### src/rtl/morse_receptor.sv
// Morse receiver: recovers unit timing from the key line, deserializes one
// character (bit 0 = first unit) and strobes the pattern when the gap is seen.
module morse_receptor #(
    parameter int CICLOS_UNIDAD = 12500000,
    parameter int GAP_UNIDADES  = 3
) (
    input  logic        clk,
    input  logic        rst_n,
    input  logic        linea,
    input  logic        habilitar,
    output logic [21:0] patron,
    output logic [4:0]  longitud,
    output logic        valido,
    output logic        ocupado,
    output logic        desborde
);

    localparam int CW = $clog2(CICLOS_UNIDAD);
    localparam int H  = CICLOS_UNIDAD / 2;
    // The counter runs down to zero, so loading N-1 gives a sample N cycles later.
    localparam logic [CW-1:0] CARGA_H = CW'(H - 1);
    localparam logic [CW-1:0] CARGA_U = CW'(CICLOS_UNIDAD - 1);
    localparam logic [CW-1:0] CERO    = {CW{1'b0}};
    localparam logic [2:0]    GAP     = 3'(GAP_UNIDADES);
    localparam logic [4:0]    IDX_MAX = 5'd21;

    typedef enum logic [1:0] {
        REPOSO   = 2'd0,
        ALINEAR  = 2'd1,
        MUESTREO = 2'd2,
        ENTREGA  = 2'd3
    } estado_t;

    estado_t       state_r, state_s;
    logic [CW-1:0] cnt_r, cnt_s;
    logic [4:0]    idx_r, idx_s;
    logic [2:0]    zrun_r, zrun_s;
    logic [2:0]    zrun_inc_s;
    logic [21:0]   patron_r, patron_s;
    logic [4:0]    longitud_r, longitud_s;
    logic          valido_r, valido_s;
    logic          ocupado_r, ocupado_s;
    logic          desborde_r, desborde_s;
    logic          sync1_r, s_r, s_d_r;
    logic          rise_s;

    assign rise_s     = s_r & ~s_d_r;
    assign zrun_inc_s = zrun_r + 3'd1;

    // Two-flop synchronizer on the key line plus a delayed copy for edge detection.
    always_ff @(posedge clk or negedge rst_n) begin
        if (!rst_n) begin
            sync1_r <= 1'b0;
            s_r     <= 1'b0;
            s_d_r   <= 1'b0;
        end else begin
            sync1_r <= linea;
            s_r     <= sync1_r;
            s_d_r   <= s_r;
        end
    end

    // State, counters and registered outputs.
    always_ff @(posedge clk or negedge rst_n) begin
        if (!rst_n) begin
            state_r    <= REPOSO;
            cnt_r      <= CERO;
            idx_r      <= 5'd0;
            zrun_r     <= 3'd0;
            patron_r   <= 22'd0;
            longitud_r <= 5'd0;
            valido_r   <= 1'b0;
            ocupado_r  <= 1'b0;
            desborde_r <= 1'b0;
        end else begin
            state_r    <= state_s;
            cnt_r      <= cnt_s;
            idx_r      <= idx_s;
            zrun_r     <= zrun_s;
            patron_r   <= patron_s;
            longitud_r <= longitud_s;
            valido_r   <= valido_s;
            ocupado_r  <= ocupado_s;
            desborde_r <= desborde_s;
        end
    end

    // Next-state and next-output logic; valido is raised on entry to ENTREGA.
    always_comb begin
        state_s    = state_r;
        cnt_s      = cnt_r;
        idx_s      = idx_r;
        zrun_s     = zrun_r;
        patron_s   = patron_r;
        longitud_s = longitud_r;
        valido_s   = 1'b0;
        ocupado_s  = ocupado_r;
        desborde_s = desborde_r;

        if ((state_r != REPOSO) && !habilitar) begin
            state_s   = REPOSO;
            ocupado_s = 1'b0;
        end else begin
            case (state_r)
                REPOSO: begin
                    ocupado_s = 1'b0;
                    if (habilitar && rise_s) begin
                        state_s    = ALINEAR;
                        cnt_s      = CARGA_H;
                        patron_s   = 22'd0;
                        longitud_s = 5'd0;
                        desborde_s = 1'b0;
                        ocupado_s  = 1'b1;
                    end else begin
                        state_s = REPOSO;
                    end
                end
                ALINEAR: begin
                    if (cnt_r == CERO) begin
                        if (s_r) begin
                            patron_s   = 22'd1;
                            longitud_s = 5'd1;
                            idx_s      = 5'd1;
                            zrun_s     = 3'd0;
                            cnt_s      = CARGA_U;
                            state_s    = MUESTREO;
                        end else begin
                            state_s   = REPOSO;
                            ocupado_s = 1'b0;
                        end
                    end else begin
                        cnt_s = cnt_r - {{(CW-1){1'b0}}, 1'b1};
                    end
                end
                MUESTREO: begin
                    if (cnt_r == CERO) begin
                        cnt_s = CARGA_U;
                        if (s_r) begin
                            patron_s   = patron_r | (22'd1 << idx_r);
                            zrun_s     = 3'd0;
                            longitud_s = idx_r + 5'd1;
                        end else begin
                            zrun_s = zrun_inc_s;
                        end
                        // Gap wins over overflow when both happen on the same sample.
                        if (!s_r && (zrun_inc_s == GAP)) begin
                            state_s  = ENTREGA;
                            valido_s = 1'b1;
                        end else if (idx_r == IDX_MAX) begin
                            desborde_s = 1'b1;
                            state_s    = ENTREGA;
                            valido_s   = 1'b1;
                        end else begin
                            idx_s = idx_r + 5'd1;
                        end
                    end else begin
                        cnt_s = cnt_r - {{(CW-1){1'b0}}, 1'b1};
                    end
                end
                ENTREGA: begin
                    ocupado_s = 1'b0;
                    state_s   = REPOSO;
                end
                default: begin
                    state_s   = REPOSO;
                    ocupado_s = 1'b0;
                end
            endcase
        end
    end

    assign patron   = patron_r;
    assign longitud = longitud_r;
    assign valido   = valido_r;
    assign ocupado  = ocupado_r;
    assign desborde = desborde_r;

endmodule

### config.mk
export PLATFORM = sky130hd
export DESIGN_NAME = morse_receptor
export DESIGN_NICKNAME = d
export VERILOG_FILES = /design/src/rtl/morse_receptor.sv
export SDC_FILE = /design/constraint.sdc
export NUM_CORES = 1
export LEC_CHECK = 0
export CAP_MARGIN = 40
export CORE_MARGIN = 3
export CORE_UTILIZATION = 35
export CTS_CLUSTER_SIZE = 20
export DETAILED_ROUTE_END_ITERATION = 10
export MAX_ROUTING_LAYER = met4
export PLACE_DENSITY = 0.5
export SLEW_MARGIN = 25
export SYNTH_ARGS = -nofsm -noshare
export SYNTH_HDL_FRONTEND = slang
export SYNTH_SLANG_ARGS = --single-unit
### constraint.sdc
create_clock -name clk -period 3.35 [get_ports clk]
set_clock_uncertainty 0.1 [all_clocks]
set_input_delay 0.67 -clock clk [delete_from_list [all_inputs] [get_ports clk]]
set_output_delay 0.67 -clock clk [all_outputs]
set_load 0.005 [all_outputs]
* Yosys cells after proc, flatten, opt, wreduce, memory -nomap -nowiden
Cells that the tools add are included.
** Word-level totals
- Register bits :: 67
- Bits of input ports :: 4
- Output and inout port bits :: 30
- Logic and storage cells :: 106
** Cells by class
- Add/subtract/negate cells :: 3
- Equality and inequality tests :: 18
- Shifts and indexed selects :: 1
- Multiplexer cells :: 49
- Bitwise logic cells :: 4
- Reduce and logical (&&, ||, !) cells :: 19
** Operators with widths (count)
- 22-bit two-way mux :: 5
- 24-bit two-way mux :: 4
- 24-bit one-hot mux with 3 select lines :: 1
- 22-bit one-hot mux with 3 select lines :: 1
- 5-bit two-way mux :: 8
- 24-bit zero test :: 1
- 24-bit by 1-bit subtractor with 24-bit output (second input constant) :: 1
- 22-bit OR :: 1
- 1-bit by 5-bit left shift with 22-bit output (first input constant) :: 1
- 2-bit != test (second input constant) :: 8
- 5-bit one-hot mux with 3 select lines :: 1
- 1-bit two-way mux :: 14
- 7-bit AND reduction :: 2
- 2-bit two-way mux :: 6
- 3-bit two-way mux :: 4
- 3-bit != test (second input constant) :: 4
- 5-bit one-hot mux with 2 select lines :: 1
- 2-bit one-hot mux with 4 select lines :: 1
- 3-bit one-hot mux with 2 select lines :: 1
- 3-bit AND reduction :: 2
- 6-bit AND reduction :: 1
- 2-bit nonzero test :: 3
- 5-bit by 1-bit adder with 5-bit output (second input constant) :: 1
- 5-bit == test (second input constant) :: 1
- other kinds (16) :: 21

* Longest topological paths before layout
Gate-level depths: netlist of run 1.
- Word-level depth :: 7
- Mapped depth :: 9
- Gate-level depth less buffers :: 7

* Least setup slack after synthesis of run 1
No wires, ideal clock.
- Kind :: register -> register
- Start :: register cnt_r[8]
- End :: register state_r[0]
- Library setup time :: 0.087 ns
- Arrival :: 2.243 ns
- Required time :: 3.163 ns
- Path slack :: 0.920 ns
- Cell stages (with the launch flop) :: 7
- Buffers on the path :: 1
- Clock period less this slack :: 2.430 ns
- Cell sequence :: dfrtp_1 -> or4_4 -> or4_4 -> buf_6 -> nor3_1 -> mux2_2 -> o211ai_1
** Between the ends
- Cells in the longest elaborated chain, start to end :: 3
- Elaborated cells on any way between the ends :: 4
- Classes of those cells :: 2 x eq/ne; 2 x reduce/logical
** RTL lines
- start, declared :: line 35 : logic [CW-1:0] cnt_r, cnt_s;
- start signal, assigned :: line 77 : cnt_r <= cnt_s;
- 24-bit zero test (*) :: line 119, 136
- 3-bit != test (no line)
- 3-bit AND reduction (no line) (*)
- end signal, assigned :: line 76 : state_r <= state_s;
- end, declared :: line 34 : estado_t state_r, state_s;
Every way passes the cells marked *; elsewhere a longest branch is shown, timed or not.
A chain may end at the register's enable or synchronous reset.

* Worst setup path after layout of run 1
- Start :: register cnt_r[0]
- End :: register zrun_r[0]
** Between the ends
- Cells in the longest elaborated chain, start to end :: 3
- Elaborated cells on any way between the ends :: 4
- Classes of those cells :: 2 x eq/ne; 2 x reduce/logical
** RTL lines
- 24-bit zero test (*) :: line 119, 136
- 2-bit != test (no line)
- 5-bit AND reduction (no line) (*)
- end signal, assigned :: line 79 : zrun_r <= zrun_s;
- end, declared :: line 37 : logic [2:0] zrun_r, zrun_s;
Marks and branches as above.

==> impl_metrics.py, run 1 <==
metrics = {
    "clock_tree": {
        "root_buffer": "clkbuf_8",
        "cts_sinks": 67,
        "cts_setup_buffers": 0,
        "clock_tree.buffer_depth": 2,
        "insertion_delay_ps": 350,
        "cts_resized": 0,
        "cts.clk_slew.worst_paths_ps": 80,
        "cts_tree": "done",
        "htreeDepth": 3,
        "cts_hold_buffers": 0,
        "numCtsBuffers": 9,
    },
    "finish": {
        "num_antenna_cells": 0,
        "drive_gt1_share_pct": 10.87,
        "final_util_pct": 43.58,
        "area_delta_synth_final_pct": 18.71,
        "fin_cells": 556,
        "layout.nets": 437,
    },
    "power_and_ir_drop": {
        "power_density_nw_per_um2": 418.6,
        "p_leak_nw": 1.728,
        "vdd_ir_drop_max_mv": 0.2362,
    },
    "die": {
        "ios": 34,
        "dieArea_sq_um": 11750,
        "dieHeight_microns": 108.4,
        "core_sq_um": 10000,
        "fp.dieW_microns": 108.4,
        "core.rowCount": 36,
        "start_util_pct": 36.71,
    },
    "worst_setup_path": {
        "cp-startpoint": "cnt_r[0]$_DFFE_PN0P_",
        "start_kind": "flop",
        "worst-setup-path-type": "flop to flop",
        "r2r_start": "cnt_r[0]$_DFFE_PN0P_",
        "critPathRequiredTime_ps": 3480,
        "worstPathArrival_ps": 2920,
        "worst-path-max-fanout": 11,
        "cp-end-kind": "flop",
    },
    "placement": {
        "dp.cells": 539,
        "gp_congestion": 0.8039,
        "dp_hpwl_microns": 6522,
        "io_buffers": 33,
        "place_ws_ps": 519.3,
    },
    "outcome": {
        "status": "complete, no violations",
    },
    "sta": {
        "setup_tns_ps": 0,
        "fmaxAchievable_mhz": 358.6,
        "worst_pin_slew_ps": 787.4,
        "fin_ws_ps": 561.0,
        "period_share_pct": 83.25,
        "setup_viol": 0,
        "slew_headroom_pct": 47.10,
        "period_needed_ps": 2789,
        "maxSlewViolCount": 0,
        "finalHoldViolCount": 0,
        "grt_setup_unrepaired": "false",
    },
    "logic_synthesis": {
        "seq_area_frac_synth_pct": 45.67,
        "synth_cell_types": 53,
        "postSynthAreaPerCell_sq_um": 9.560,
        "synthArstFlopShare_pct": 100.0,
        "netlist_area_sq_um": 3671,
        "synthCells": 384,
        "synth-seq-cells": 67,
        "ys_warn_count": 0,
        "synthFlopType": "dfrtp_1",
        "synth_nets": 403,
        "synth_edf_count": 0,
    },
    "route": {
        "first_pass_iters": 4,
        "wl_per_cell_microns": 16.77,
        "ant_nets": 0,
        "vias": 3092,
        "routed_wl_microns": 9323,
        "drc": 0,
        "routed_via_density": 5.561,
        "drtIter0Drc": 128,
    },
    "global_route": {
        "grt_pass1_wl_microns": 15760,
        "grt_use_total_pct": 17.62,
        "grt_overflow_total": 0,
        "grt_pass1_vias": 2938,
        "grt_max_degree": 36,
        "antenna_found_initial": 0,
    },
    "job": {
        "timing.max_cap.violations": 0,
    },
    "min_path": {
        "hold_class": "input pin to asynchronous set/reset pin",
    },
}
## layout by cell type (no fill, tap or decap), drive strengths merged, types with 3 or more instances in the layout
cell	count
nor2	38
mux2	4
nor2b	5
or4	17
and3	5
o22ai	3
a31oi	16
clkdlybuf4s50	32
inv	20
nand2b	5
nor3	15
a41oi	8
o21ai	24
o211ai	3
ha	15
clkbuf	9
buf	12
dfrtp	67
nand3	14
nand4	3
a2bb2oi	5
nand2	20
o31ai	12
a21oi	25
or3	9
or2	3
clkinv	4
## cells by family (layout without fill, tap and decap cells)
| family | after synthesis | count (layout) | synth area share, % |
|---|---|---|---|
| muxes | 4 | 4 | 1.227 |
| buffers and inverters | 40 | 79 | 5.249 |
| AOI/OAI and AO/OA | 115 | 115 | 21.06 |
| and+or+nand+nor | 140 | 140 | 20.96 |
| DFF | 67 | 67 | 45.67 |
| xor gates and xnor gates | 3 | 3 | 0.7159 |
| adders and majority gates | 15 | 15 | 5.112 |
## cells in the mapped netlist, types with 8 or more instances
| cell | count | area, sq um |
|---|---|---|
| a21oi_1 | 22 | 110.1 |
| a31oi_1 | 16 | 100.1 |
| a41oi_1 | 8 | 70.07 |
| clkbuf_1 | 13 | 48.80 |
| dfrtp_1 | 67 | 1677 |
| ha_1 | 15 | 187.7 |
| inv_1 | 19 | 71.32 |
| nand2_1 | 20 | 75.07 |
| nand3_1 | 14 | 70.07 |
| nor2_1 | 37 | 138.9 |
| nor3_1 | 15 | 75.07 |
| o21ai_0 | 19 | 95.09 |
| o31ai_1 | 12 | 90.09 |
| or3_1 | 9 | 56.30 |
| or4_1 | 15 | 112.6 |
## sequential cells by signal (all words and copies together), names as in the netlist
signal	cells
cnt_r	24
patron	22
idx_r	5
longitud	5
zrun_r	3
state_r	2
desborde	1
ocupado	1
s_d_r	1
s_r	1
sync1_r	1
valido	1
## critical path: stages, from the launching register on
cell,delay (ps)
dfrtp_1,420
inv_1,90
ha_1,130
nor4b_1,510
and3_1,370
nand2_1,340
a21oi_1,360
mux2_2,360
## per-layer routing
| metal | global-route usage, % | vias up | wire length, microns |
|---|---|---|---|
| met5 | - | - | 0 |
| met4 | 3.968 | 0 | 70 |
| met3 | 4.537 | 6 | 366 |
| met2 | 25.11 | 61 | 4149 |
| met1 | 25.15 | 1526 | 4736 |
| li1 | - | 1499 | - |
## worst paths after layout
check,to,cells after the start,slack (ps)
max,zrun_r[0]$_DFFE_PN0P_,7,560
min,patron[2]$_DFFE_PN0P_,1,50
max reg2reg,zrun_r[0]$_DFFE_PN0P_,7,560
min reg2reg,s_r$_DFF_PN0_,0,260
max in group asynchronous,valido$_DFF_PN0_,2,2660
min in group clk,s_r$_DFF_PN0_,0,260
## power breakdown
group	internal, mW	total, mW	leakage, nW	switching (mW)
combinational	0.0923	0.268	0.784	0.176
sequential	0.833	0.855	0.843	0.0221
clock	0.349	0.701	0.0998	0.352
## final cells by class
cell class	count	area [sq um]
Sequential cell	67	1677
Fill cell	1010	5642
Timing Repair Buffer	44	432.9
Inverter	19	71.32
Tap cell	133	166.4
Clock inverter	7	77.57
Clock buffer	9	123.9
Multi-Input combinational cell	277	1809
## through the flow
stage	hold WS [ps]	total power [mW]	instance area (sq um)
5_1_grt	24.42	1.929	4358
3_3_place_gp	236.2	1.137	4136
3_5_place_dp	240.4	1.139	4136
4_1_cts	262.8	1.846	4338
2_1_floorplan	231.2	1.038	3671
6_report	48.59	1.824	4358
Note: power is estimated with default switching activity, not from simulation.
==> run 2: changes to the inputs <==
==> constraint.sdc (replaced) <==
create_clock -name clk -period 2.6 [get_ports clk]
set_clock_uncertainty 0.1 [all_clocks]
set_input_delay 0.52 -clock clk [delete_from_list [all_inputs] [get_ports clk]]
set_output_delay 0.52 -clock clk [all_outputs]
set_load 0.005 [all_outputs]
==> run 2 against run 1 <==
  * Design area increased by 8.0%
  * Hold slack improved by 3.0 ps
  * Die area unchanged
  * Critical path type unchanged
  * Via count increased by 5.3%
==> impl_metrics.py, run 2 (synthesized netlist as in run 1, its figures left out) <==
metrics = {
    "outcome": {
        "status": "complete, no violations",
    },
    "worst_setup_path": {
        "regToRegEndpoint": "cnt_r[9]$_DFFE_PN0P_",
        "cp-end-kind": "flop",
        "r2r_cells": 6,
        "worstPathArrival_ps": 2640,
        "start_kind": "flop",
        "worst-setup-path-type": "flop to flop",
        "critPathRequiredTime_ps": 2750,
        "ff2ff_setup_slack_ps": 110,
        "r2r_start": "cnt_r[15]$_DFFE_PN0P_",
        "worst-path-max-fanout": 10,
    },
    "min_path": {
        "hold_class": "input pin to asynchronous set/reset pin",
    },
    "route": {
        "wl_per_cell_microns": 16.46,
        "first_pass_iters": 4,
        "vias": 3255,
        "routed_wl_microns": 9792,
        "drc": 0,
        "ant_nets": 0,
        "routed_via_density": 5.471,
        "drtIter0Drc": 152,
    },
    "placement": {
        "gp_congestion": 0.9048,
        "place_area_sq_um": 4412,
        "io_buffers": 33,
        "dp_hpwl_microns": 7155,
    },
    "finish": {
        "final_area_sq_um": 4706,
        "mostFrequentLayoutCell": "dfrtp_1",
        "final_util_pct": 47.06,
        "layout_common_cells": "dfrtp_1, buf_4, nor2_1",
        "seq_area_sq_um": 1677,
        "largest_reg_flops": 24,
        "fill_cells": 969,
        "layout.nets": 476,
        "multiInputGateArea_sq_um": 1828,
        "drive_gt1_share_pct": 19.48,
        "num_antenna_cells": 0,
        "area_delta_synth_final_pct": 28.19,
        "regMostFlops": "cnt_r",
    },
    "sta": {
        "grt_setup_unrepaired": "false",
        "worst_pin_slew_ps": 558.3,
        "fmaxAchievable_mhz": 401.4,
        "maxSlewViolCount": 0,
        "period_share_pct": 95.82,
        "slew_headroom_pct": 62.78,
        "setup_tns_ps": 0,
        "period_needed_ps": 2491,
        "setup_viol": 0,
        "finalHoldViolCount": 0,
    },
    "die": {
        "dieArea_sq_um": 11750,
        "fp.dieW_microns": 108.4,
        "start_util_pct": 36.71,
        "core_sq_um": 10000,
        "dieHeight_microns": 108.4,
        "core.rowCount": 36,
        "ios": 34,
    },
    "clock_tree": {
        "cts_tree": "done",
        "cts_hold_buffers": 0,
        "htreeDepth": 3,
        "root_buffer": "clkbuf_8",
        "numCtsBuffers": 9,
        "cts.clk_slew.worst_paths_ps": 90,
        "insertion_delay_ps": 350,
        "clock_tree.buffer_depth": 2,
        "cts_sinks": 67,
    },
    "global_route": {
        "antenna_found_initial": 0,
        "grt_overflow_total": 0,
        "grt_use_total_pct": 18.40,
        "grt_pass1_vias": 3124,
        "grt_pass1_wl_microns": 16500,
        "grt_max_degree": 26,
    },
    "power_and_ir_drop": {
        "p_leak_nw": 1.929,
        "power_density_nw_per_um2": 531.0,
        "vdd_ir_drop_max_mv": 0.2396,
    },
    "job": {
        "timing.max_cap.violations": 0,
    },
}
-- run 2: changes by cell type in the layout (fill, tap and decap cells not counted), sizes merged --
cell / change
bufinv: +1
clkinv: -2
clkinvlp: +1
buf: +39
-- run 2: routing by layer --
layer / routed length, microns / track usage, % / vias to the layer above
li1: - / - / 1577
met1: 4627 / 24.51 / 1607
met2: 4690 / 28.51 / 57
met3: 307 / 3.224 / 14
met4: 167 / 5.951 / 0
met5: 0 / - / -
-- run 2: cell type report --
type                    count  area share (%)
clock buffers               9           2.632
clock inverters             7           2.154
inverters                  19           1.516
multi-input cells         277           38.85
flip-flops and latches     67           35.63
well taps                 133           3.536
repair buffers             83           15.69
-- run 2: worst max-delay path by stage --
stage | startpoint | endpoint | cells after the start
2_1_floorplan | cnt_r[8]$_DFFE_PN0P_ | state_r[0]$_DFFE_PN0P_ | 6
3_3_place_gp | cnt_r[10]$_DFFE_PN0P_ | cnt_r[4]$_DFFE_PN0P_ | 6
3_5_place_dp | cnt_r[10]$_DFFE_PN0P_ | cnt_r[4]$_DFFE_PN0P_ | 6
4_1_cts | cnt_r[10]$_DFFE_PN0P_ | cnt_r[3]$_DFFE_PN0P_ | 6
5_1_grt | cnt_r[15]$_DFFE_PN0P_ | cnt_r[9]$_DFFE_PN0P_ | 6
6_report | cnt_r[15]$_DFFE_PN0P_ | cnt_r[9]$_DFFE_PN0P_ | 6
-- run 2: timing repair --
item                                    in CTS  in global routing
gates resized for setup                      0                  5
hold endpoints to repair                     0                  0
buffers inserted                             0                  5
pin swaps                                    1                  4
endpoints found under the setup margin       1                 24
-- run 2: power by group --
part | internal (mW) | switching [mW]
Clock | 0.546 | 0.445
Sequential | 1.07 | 0.0277
Combinational | 0.161 | 0.246
-- run 2: metrics by stage --
stage	hold WS, ps	setup WS (ps)	cells	total power, mW
after floorplan	124.4	170.0	384	1.338
after global placement	240.4	4.902	574	1.509
after detailed placement	241.3	10.43	574	1.513
after CTS	52.19	10.75	590	2.520
after global routing	65.73	16.95	595	2.638
final	51.55	108.6	595	2.499
-- run 2: critical path, cell delays in order (launching register included) --
cell and delay, ps:
dfrtp_1 400, or4_4 540, or4_4 550, buf_4 170, nor2_4 240, o21ai_0 140, a22o_1 240
